==> src/rtl/mux2_1_arbiter.sv <==
// ---------------------------------------------------------------------------
// mux2_1_arbiter
//
// Generates the select line for a downstream mux2_1. It arbitrates between
// two requesters, "one" and "zero", using round-robin fairness and a bounded
// burst length. It also qualifies the mux output with a valid/ready handshake.
//
// Parameters
//   MAX_BURST  maximum accepted beats per grant before a forced release (>=1)
//   CNT_W      burst counter width; 2**CNT_W must exceed MAX_BURST
//
// Ports
//   clk        in   rising-edge clock
//   rst        in   asynchronous reset, active-high
//   req_one    in   requester "one" has data on mux2_1.one
//   last_one   in   current beat from "one" ends its transfer
//   req_zero   in   requester "zero" has data on mux2_1.zero
//   last_zero  in   current beat from "zero" ends its transfer
//   out_ready  in   downstream accepts the mux output this cycle
//   select     out  mux2_1 select (1 = pass "one", 0 = pass "zero"), registered
//   grant_one  out  "one" owns the mux, registered
//   grant_zero out  "zero" owns the mux, registered
//   out_valid  out  mux output carries a valid beat (combinational)
// ---------------------------------------------------------------------------
module mux2_1_arbiter #(
  parameter int MAX_BURST = 8,
  parameter int CNT_W     = 4
) (
  input  logic clk,
  input  logic rst,
  input  logic req_one,
  input  logic last_one,
  input  logic req_zero,
  input  logic last_zero,
  input  logic out_ready,
  output logic select,
  output logic grant_one,
  output logic grant_zero,
  output logic out_valid
);

  typedef enum logic [1:0] {
    IDLE     = 2'd0,
    GNT_ONE  = 2'd1,
    GNT_ZERO = 2'd2
  } state_t;

  // A beat taken while the count sits here is the MAX_BURST-th beat of the
  // grant. The count therefore never reaches MAX_BURST and cannot wrap.
  localparam logic [CNT_W-1:0] LAST_CNT = CNT_W'(MAX_BURST - 1);

  state_t           state_q, state_d;
  logic             ptr_one_q, ptr_one_d;   // 1: "one" wins the next tie
  logic [CNT_W-1:0] count_q, count_d;
  logic             select_q, select_d;
  logic             grant_one_q, grant_one_d;
  logic             grant_zero_q, grant_zero_d;

  logic beat_one;
  logic beat_zero;
  logic release_one;
  logic release_zero;

  // The handshake is qualified by the live request. A requester that drops
  // its request mid-grant therefore produces no valid and no beat in that
  // cycle.
  assign beat_one  = (state_q == GNT_ONE)  & req_one  & out_ready;
  assign beat_zero = (state_q == GNT_ZERO) & req_zero & out_ready;

  // A release is either an abandon (request low), a beat marked last,
  // or a beat that exhausts the burst budget.
  assign release_one  = (state_q == GNT_ONE) &
                        (~req_one  | (beat_one  & (last_one  | (count_q == LAST_CNT))));
  assign release_zero = (state_q == GNT_ZERO) &
                        (~req_zero | (beat_zero & (last_zero | (count_q == LAST_CNT))));

  always_comb begin
    state_d   = state_q;
    ptr_one_d = ptr_one_q;
    count_d   = count_q;

    case (state_q)
      IDLE: begin
        if (req_one && (!req_zero || ptr_one_q)) begin
          state_d = GNT_ONE;
        end else if (req_zero) begin
          state_d = GNT_ZERO;
        end
      end

      GNT_ONE: begin
        if (release_one) begin
          count_d   = '0;
          ptr_one_d = 1'b0;
          // Handing over directly on the release edge avoids an IDLE bubble.
          if (req_zero) begin
            state_d = GNT_ZERO;
          end else if (req_one) begin
            state_d = GNT_ONE;
          end else begin
            state_d = IDLE;
          end
        end else if (beat_one) begin
          count_d = count_q + CNT_W'(1);
        end
      end

      GNT_ZERO: begin
        if (release_zero) begin
          count_d   = '0;
          ptr_one_d = 1'b1;
          if (req_one) begin
            state_d = GNT_ONE;
          end else if (req_zero) begin
            state_d = GNT_ZERO;
          end else begin
            state_d = IDLE;
          end
        end else if (beat_zero) begin
          count_d = count_q + CNT_W'(1);
        end
      end

      default: begin
        state_d = IDLE;
        count_d = '0;
      end
    endcase
  end

  // The outputs are decoded from the next state so that they change on the
  // same edge as the state. Select holds its last value through IDLE, so the
  // mux never sees a spurious toggle.
  always_comb begin
    grant_one_d  = (state_d == GNT_ONE);
    grant_zero_d = (state_d == GNT_ZERO);
    case (state_d)
      GNT_ONE:  select_d = 1'b1;
      GNT_ZERO: select_d = 1'b0;
      default:  select_d = select_q;
    endcase
  end

  always_ff @(posedge clk or posedge rst) begin
    if (rst) begin
      state_q      <= IDLE;
      ptr_one_q    <= 1'b1;
      count_q      <= '0;
      select_q     <= 1'b0;
      grant_one_q  <= 1'b0;
      grant_zero_q <= 1'b0;
    end else begin
      state_q      <= state_d;
      ptr_one_q    <= ptr_one_d;
      count_q      <= count_d;
      select_q     <= select_d;
      grant_one_q  <= grant_one_d;
      grant_zero_q <= grant_zero_d;
    end
  end

  assign select     = select_q;
  assign grant_one  = grant_one_q;
  assign grant_zero = grant_zero_q;
  // State resets asynchronously, so out_valid drops as soon as rst rises.
  assign out_valid  = ((state_q == GNT_ONE)  & req_one) |
                      ((state_q == GNT_ZERO) & req_zero);

endmodule

==> config.mk <==
export PLATFORM = sky130hd
export DESIGN_NAME = mux2_1_arbiter
export DESIGN_NICKNAME = d
export VERILOG_FILES = /design/src/rtl/mux2_1_arbiter.sv
export SDC_FILE = /design/constraint.sdc
export NUM_CORES = 1
export LEC_CHECK = 0
export CAP_MARGIN = 0
export CORE_MARGIN = 2
export CORE_UTILIZATION = 45
export CTS_BUF_LIST = sky130_fd_sc_hd__clkbuf_8
export CTS_CLUSTER_DIAMETER = 200
export DETAILED_ROUTE_END_ITERATION = 6
export GPL_ROUTABILITY_DRIVEN = 0
export PLACE_DENSITY = 0.68
export SLEW_MARGIN = 20
export SYNTH_ARGS = -nofsm -noshare
export SYNTH_HDL_FRONTEND = slang
export SYNTH_SLANG_ARGS = --single-unit
==> constraint.sdc <==
create_clock -name clk -period 3.3 [get_ports clk]
set_clock_uncertainty 0.05 [all_clocks]
set_input_delay 0.495 -clock clk [delete_from_list [all_inputs] [get_ports clk]]
set_output_delay 0.495 -clock clk [all_outputs]
set_load 0.02 [all_outputs]
==> Flow_metrics.wiki, run 1 <==
{| class="wikitable"
! Metric !! Value
|-
| CTS tree || done
|-
| Wirelength per Cell || 13.95 um
|-
| Syn Nets || 96
|-
| Worst slew margin relative to its limit || 74.41%
|-
| Cell count of the worst hold path || 1
|-
| Overall via count from detail_route || 643
|-
| Setup slack of the worst register-to-register path || 1.14 ns
|-
| Count of placed standard cells in the final layout, fillers left out || 110
|-
| Status || complete, no violations
|-
| Worst hold slack || 0.4681 ns
|-
| Area Growth Syn to Fin || 20.88%
|-
| Worst-case vdd ir drop || 0.0003764 V
|-
| Share of synthesized area occupied by flip-flops and latches || 32.79%
|-
| Final Cycle Share || 74.66%
|-
| Number of cells upsized or downsized after cts || 0
|-
| Areal power density over the cells || 720.5 nW/um2
|-
| Die height || 45.29 um
|-
| Detailed router's first-iteration violation count || 8
|-
| Max-slew violation count || 0
|-
| Buffers from clock root to sink, at most || 2
|-
| DIE AREA || 2051 um2
|-
| Remaining antenna violation count after routing || 0
|-
| Count of buffers inserted at the top-level ports || 10
|-
| LEAKAGE || 0.4727 nW
|-
| Startpoint class of the critical path || primary input
|-
| 1st-pass router iterations || 4
|-
| Routed vias/inst || 5.845
|-
| Clock Latency Late Sink || 0.24 ns
|-
| Area taken by multi-input logic gates || 476.7 um2
|-
| Core Util, Final || 59.47%
|-
| Die Wd || 45.29 um
|-
| Share of final-layout standard cells stronger than drive strength 1 || 11.70%
|-
| Placed Cells incl. Taps || 106
|-
| Syn_area_per_cell || 9.469 um2
|-
| Post-detailed-routing wire length || 1535 um
|-
| Antenna diodes || 0
|-
| Top-level port count || 11
|-
| Clock-pin slew of the registers on the worst-case setup and hold paths || 0.05 ns
|-
| TNS Setup || 0 ns
|-
| Worst-margin pin slew || 0.3834 ns
|-
| Starting Density || 49.20%
|-
| Via count of the first global-routing pass || 603
|-
| Total overflow reported by the global router || 0
|-
| Post-route standard cell area excluding fillers || 927.1 um2
|-
| Peak fanout along the critical path || 8
|-
| Yosys synthesis warning count || 0
|-
| Cells on worst reg2reg path || 7
|-
| Hold Vio Cnt, Final || 0
|-
| Synthesized instance count || 81
|-
| Pin count of the biggest net entering global routing || 11
|-
| Count of state elements after synthesis || 10
|-
| Core ar. || 1559 um2
|-
| Clock buffers created by TritonCTS || 3
|-
| Data arrival, critical path || 1.92 ns
|-
| TritonCTS Sinks || 10
|-
| Endpoint of the worst hold-timing path || ptr_one_q$_DFFE_PP1P_
|-
| Layout filler cell count || 143
|-
| Wire length of the first global-routing pass || 2663 um
|-
| Setup violation total in the final timing report || 0
|-
| RSZ-0062 raised after global routing || no
|-
| Hold wc startpoint || ptr_one_q$_DFFE_PP1P_
|-
| Number of levels the H-tree was split into || 1
|-
| Number of antenna violations at the first check in global routing || 0
|-
| Reg area || 251.5 um2
|-
| Category of the most critical setup path || in -> out
|-
| Crit end category || output port
|-
| Critical Path RT || 2.75 ns
|-
| Placement row count || 14
|-
| Fmax || 405.9 MHz
|-
| Number of maximum-capacitance constraint violations || 0
|-
| Crit path time final || 2.464 ns
|-
| Classification of the worst-slack hold path || reg -> reg
|-
| Detailed-placement wirelength estimate || 1168 um
|-
| Netlist area before placement || 767.0 um2
|-
| # hold bufs at CTS || 0
|-
| Launch instance of the worst register-to-register path || count_q[0]$_DFFE_PP0P_
|-
| Count of cell types in the netlist || 36
|-
| Clock root buffer master || sky130_fd_sc_hd__clkbuf_8
|-
| Worst flop-to-flop path endpoint || select$_DFFE_PP0P_
|-
| Number of post-CTS setup repair buffers || 0
|-
| Final worst-path setup slack || 0.8361 ns
|-
| Area post-placement || 882.1 um2
|-
| Gr usage total || 18.57%
|-
| Final total power || 0.6680 mW
|-
| Number of nets at the end of the flow || 110
|-
| Drt drc || 0
|-
| Pre-CTS WS || 0.7687 ns
|}
sequential cells by signal (all words and copies together), names as in the netlist:
name,cells
count_q,4
grant_one,1
grant_zero,1
ptr_one_q,1
select,1
state_q,2
cells in the final DEF (no fill, tap or decap), drive strengths merged:
cell type      instances
nor2                   2
and3                   1
o2111ai                1
dfrtp                  9
a41oi                  1
mux2i                  2
o211ai                 1
a21oi                  2
nand4                  2
nand4b                 2
a21o                   1
a22o                   1
nand3                  4
o22ai                  1
nor3                   1
a31o                   1
o21ai                  5
a21boi                 1
ha                     8
o221ai                 1
a31oi                  3
dfstp                  1
a32o                   1
nand2                 13
a2bb2oi                1
clkdlybuf4s50         10
and4b                  1
o221a                  1
and3b                  1
o31ai                  1
clkbuf                 3
inv                   10
and2                   1
worst max-delay path: stages:
cell,delay [ns]
sky130_fd_sc_hd__clkdlybuf4s50_1,0.59
sky130_fd_sc_hd__a22o_1,0.22
sky130_fd_sc_hd__clkdlybuf4s50_1,0.61
cell usage after synthesis:
cell	instances	share of area (%)
sky130_fd_sc_hd__a21boi_0	1	0.98
sky130_fd_sc_hd__a21o_1	1	0.98
sky130_fd_sc_hd__a21oi_1	2	1.3
sky130_fd_sc_hd__a22o_1	1	1.1
sky130_fd_sc_hd__a2bb2oi_1	1	1.1
sky130_fd_sc_hd__a31o_1	1	1.1
sky130_fd_sc_hd__a31oi_1	3	2.4
sky130_fd_sc_hd__a32o_2	1	1.5
sky130_fd_sc_hd__a41oi_1	1	1.1
sky130_fd_sc_hd__and2_1	1	0.82
sky130_fd_sc_hd__and3_1	1	0.82
sky130_fd_sc_hd__and3b_1	1	1.1
sky130_fd_sc_hd__and4b_4	1	1.8
sky130_fd_sc_hd__buf_2	1	0.65
sky130_fd_sc_hd__dfrtp_1	9	29
sky130_fd_sc_hd__dfstp_2	1	3.4
sky130_fd_sc_hd__ha_1	8	13
sky130_fd_sc_hd__inv_1	9	4.4
sky130_fd_sc_hd__mux2i_1	2	2.6
sky130_fd_sc_hd__nand2_1	13	6.4
sky130_fd_sc_hd__nand3_1	3	2.0
sky130_fd_sc_hd__nand3_2	1	1.3
sky130_fd_sc_hd__nand4_1	1	0.82
sky130_fd_sc_hd__nand4_2	1	1.6
sky130_fd_sc_hd__nand4b_1	1	1.1
sky130_fd_sc_hd__nand4b_4	1	3.1
sky130_fd_sc_hd__nor2_1	2	0.98
sky130_fd_sc_hd__nor3_1	1	0.65
sky130_fd_sc_hd__o2111ai_1	1	1.1
sky130_fd_sc_hd__o211ai_2	1	1.6
sky130_fd_sc_hd__o21ai_0	2	1.3
sky130_fd_sc_hd__o21ai_1	3	2.0
sky130_fd_sc_hd__o221a_1	1	1.5
sky130_fd_sc_hd__o221ai_1	1	1.1
sky130_fd_sc_hd__o22ai_1	1	0.82
sky130_fd_sc_hd__o31ai_4	1	2.8
per-layer routing:
layer | vias up | track usage, % | wire [um] | share of wire (%)
li1 | 324 | - | - | -
met1 | 306 | 22.69 | 702 | 46
met2 | 8 | 30.00 | 761 | 50
met3 | 5 | 6.400 | 47 | 3.1
met4 | 0 | 7.059 | 24 | 1.6
met5 | - | 0 | 0 | 0
kinds of logic after synthesis:
group,synth area share [%]
simple gates,22.51
fa+ha+maj,13.05
flops,32.79
buf+inv,5.056
compound gates,23.98
mux,2.610
how the worst max path moves through the flow:
stage / from / end / slack (ns) / depth (start not counted)
final: req_one / out_valid / 0.84 / 3
after CTS: req_one / out_valid / 0.83 / 3
after floorplan: count_q[0]$_DFFE_PP0P_ / select$_DFFE_PP0P_ / 1.32 / 7
after global routing: state_q[0]$_DFF_PP0_ / out_valid / 0.75 / 4
after global placement: out_ready / select$_DFFE_PP0P_ / 0.77 / 7
after detailed placement: out_ready / select$_DFFE_PP0P_ / 0.77 / 7
area by class of cell:
| class | count | share of cell area (%) |
|---|---|---|
| tap | 16 | 2.159 |
| timing repair buffer | 10 | 10.80 |
| clock inverter | 1 | 0.4049 |
| sequential | 10 | 27.13 |
| multi-input combinational | 61 | 51.42 |
| clock buffer | 3 | 4.453 |
| inverter | 9 | 3.644 |
power breakdown:
part / internal (mW) / total, mW / switching (mW)
clock: 0.0815 / 0.131 / 0.0491
sequential: 0.164 / 0.195 / 0.0313
combinational: 0.154 / 0.343 / 0.189
Power figures use the tool's default switching activity.
==> run 2, diff against run 1 <==
Settings changed: PLACE_DENSITY 0.68 to 0.71.
Clock period 3.3 ns to 2.2 ns, I/O delays scaled along.
==> run 2 against run 1 <==
Against the previous run: largest cell class unchanged; global-route usage is 0.78 points higher; via count increased by 6.7%; sequential share of layout area fell by 1.8 points; combinational power up 59%; register-to-register slack worse by 0.99 ns; cell area grew 7.2%; cell count rose by 6.4%.
==> Flow_metrics.wiki, run 2 (synthesis results as in run 1) <==
{| class="wikitable"
! Metric !! Value
|-
| Crit path time final || 2.047 ns
|-
| Setup violation total in the final timing report || 0
|-
| CTS tree || done
|-
| Reg area || 251.5 um2
|-
| Hold Vio Cnt, Final || 0
|-
| Wire length of the first global-routing pass || 2822 um
|-
| Starting Density || 49.20%
|-
| Number of post-CTS setup repair buffers || 0
|-
| Switching share of power || 38.82%
|-
| Worst-case vdd ir drop || 0.0007067 V
|-
| Worst-margin pin slew || 0.4104 ns
|-
| Registers with the most flip-flops || count_q x4, state_q x2
|-
| Final worst-path setup slack || 0.1528 ns
|-
| Number of levels the H-tree was split into || 1
|-
| Routed vias/inst || 5.863
|-
| Internal power summed over all cells || 0.6573 mW
|-
| Cell-by-cell trace of the critical path || inv_1, ha_2, and2_1, a32o_2, nand3_1, a31o_1, ha_1, mux2i_1
|-
| Peak fanout along the critical path || 5
|-
| Placed Cells incl. Taps || 113
|-
| Setup slack of the worst register-to-register path || 0.15 ns
|-
| Area Growth Syn to Fin || 29.53%
|-
| Fmax || 488.5 MHz
|-
| DIE AREA || 2051 um2
|-
| Worst slew margin relative to its limit || 72.61%
|-
| Placement row count || 14
|-
| # hold bufs at CTS || 0
|-
| Gr usage total || 19.35%
|-
| Number of antenna violations at the first check in global routing || 0
|-
| Total overflow reported by the global router || 0
|-
| Classification of the worst-slack hold path || in -> async
|-
| Via count of the first global-routing pass || 667
|-
| Relative contribution of combinational cells to total power || 50.9%
|-
| RSZ-0062 raised after global routing || no
|-
| Clock-pin slew of the registers on the worst-case setup and hold paths || 0.05 ns
|-
| Die Wd || 45.29 um
|-
| Detailed-placement wirelength estimate || 1312 um
|-
| Number of cells upsized or downsized after cts || 3
|-
| Launch instance of the worst register-to-register path || state_q[1]$_DFF_PP0_
|-
| Die height || 45.29 um
|-
| Clock Latency Late Sink || 0.24 ns
|-
| 1st-pass router iterations || 4
|-
| Crit end category || flop
|-
| Net switching power figure || 0.4171 mW
|-
| Pin count of the biggest net entering global routing || 11
|-
| Core ar. || 1559 um2
|-
| Part of the total power dissipated in sequential elements || 27.2%
|-
| Pre-CTS WS || -0.04013 ns
|-
| Top register by number of flip-flops || count_q
|-
| Met3 wire length || 44 um
|-
| Cell with the largest stage delay on the worst path || sky130_fd_sc_hd__dfrtp_1
|-
| Buffers from clock root to sink, at most || 2
|-
| Clock root buffer master || sky130_fd_sc_hd__clkbuf_8
|-
| Wire length on met2 || 841 um
|-
| Number of nets at the end of the flow || 117
|-
| Count of buffers inserted at the top-level ports || 10
|-
| Category of the most critical setup path || reg -> reg
|-
| TritonCTS Sinks || 10
|-
| Layout filler cell count || 127
|-
| Wire length the detailed router placed on met1 || 785 um
|-
| Remaining antenna violation count after routing || 0
|-
| Areal power density over the cells || 1081 nW/um2
|-
| Count of placed standard cells in the final layout, fillers left out || 117
|-
| Worst flop-to-flop path endpoint || select$_DFFE_PP0P_
|-
| Maximum single-stage delay on the critical path || 0.42 ns
|-
| Drt drc || 0
|-
| Top-level port count || 11
|-
| Max-slew violation count || 0
|-
| Area taken by multi-input logic gates || 481.7 um2
|-
| Status || complete, no violations
|-
| Final Cycle Share || 93.06%
|-
| Cells on worst reg2reg path || 8
|-
| Top Metal Used || met4
|-
| Antenna diodes || 0
|-
| Data arrival, critical path || 2.15 ns
|-
| Overall via count from detail_route || 686
|-
| Critical path launch point || state_q[1]$_DFF_PP0_
|-
| Most common cell after layout, fill and taps aside || sky130_fd_sc_hd__nand2_1
|-
| Number of maximum-capacitance constraint violations || 0
|-
| Max FFs per register || 4
|-
| Critical Path RT || 2.30 ns
|-
| Share of final-layout standard cells stronger than drive strength 1 || 20.79%
|-
| Detailed router's first-iteration violation count || 15
|-
| Wirelength per Cell || 14.39 um
|-
| LEAKAGE || 0.5094 nW
|-
| Post-detailed-routing wire length || 1684 um
|-
| Clock buffers created by TritonCTS || 3
|-
| Most used cells in the layout excluding fill and tap cells || sky130_fd_sc_hd__nand2_1, sky130_fd_sc_hd__inv_1, sky130_fd_sc_hd__dfrtp_1, sky130_fd_sc_hd__clkdlybuf4s50_1, sky130_fd_sc_hd__buf_4
|-
| Startpoint class of the critical path || flop
|-
| Fraction of power consumed by the clock network || 21.9%
|}
run 2: cell types whose count changed in the layout (fill, tap and decap cells not counted):
cell	previous run	this run
sky130_fd_sc_hd__ha_2	0	2
sky130_fd_sc_hd__inv_1	10	9
sky130_fd_sc_hd__buf_4	0	7
sky130_fd_sc_hd__ha_1	8	6
sky130_fd_sc_hd__clkdlybuf4s50_1	10	9
sky130_fd_sc_hd__clkbuf_8	3	4
sky130_fd_sc_hd__dlygate4sd2_1	0	1
run 2: area by class of cell:
cell class,instances,area share (%)
inverter,9,3.401
multi-input combinational,61,48.49
tap,16,2.015
sequential,10,25.31
clock buffer,4,5.542
timing repair buffer,17,15.24
run 2: how the worst max path moves through the flow:
stage / end / slack, ns / cells after the start
2_1_floorplan: select$_DFFE_PP0P_ / 0.22 / 7
3_3_place_gp: select$_DFFE_PP0P_ / 0.02 / 8
3_5_place_dp: select$_DFFE_PP0P_ / -0.04 / 7
4_1_cts: select$_DFFE_PP0P_ / 0.13 / 8
5_1_grt: select$_DFFE_PP0P_ / 0.02 / 8
6_report: select$_DFFE_PP0P_ / 0.15 / 8
run 2: critical path, delay by kind of cell (launching register included):
family,cells,cell delay (ns)
AOI/OAI and AO/OA,2,0.40
muxes,1,0.19
DFF,1,0.42
buffers and inverters,1,0.10
and+or+nand+nor,2,0.27
adders and majority gates,2,0.53
run 2: per-stage QoR:
stage                     TNS [ns]  hold slack, ns  total power [mW]  instance area [um2]  utilization (%)
after global routing             0          0.3814             1.168                993.5            63.72
after floorplan                  0          0.1195            0.6626                767.0                -
after CTS                        0          0.3369             1.088                993.5            63.72
final                            0          0.3241             1.074                993.5            63.72
after global placement           0          0.4587            0.8298                934.6            59.95
after detailed placement  -0.04013          0.4605            0.8431                934.6            59.95
run 2: power groups by stage:
stage               logic (mW)  registers (mW)  clock network (mW)
floorplan                0.355           0.308                   0
global placement         0.537           0.293                   0
detailed placement       0.548           0.295                   0
CTS                      0.552           0.292               0.243
global route             0.617           0.301               0.250
finish                   0.547           0.292               0.235
run 2: metal layers:
layer | track usage [%] | vias up
li1 | - | 341
met4 | 8.824 | 0
met1 | 25.00 | 334
met3 | 4.800 | 4
met2 | 30.29 | 7
met5 | 0 | -
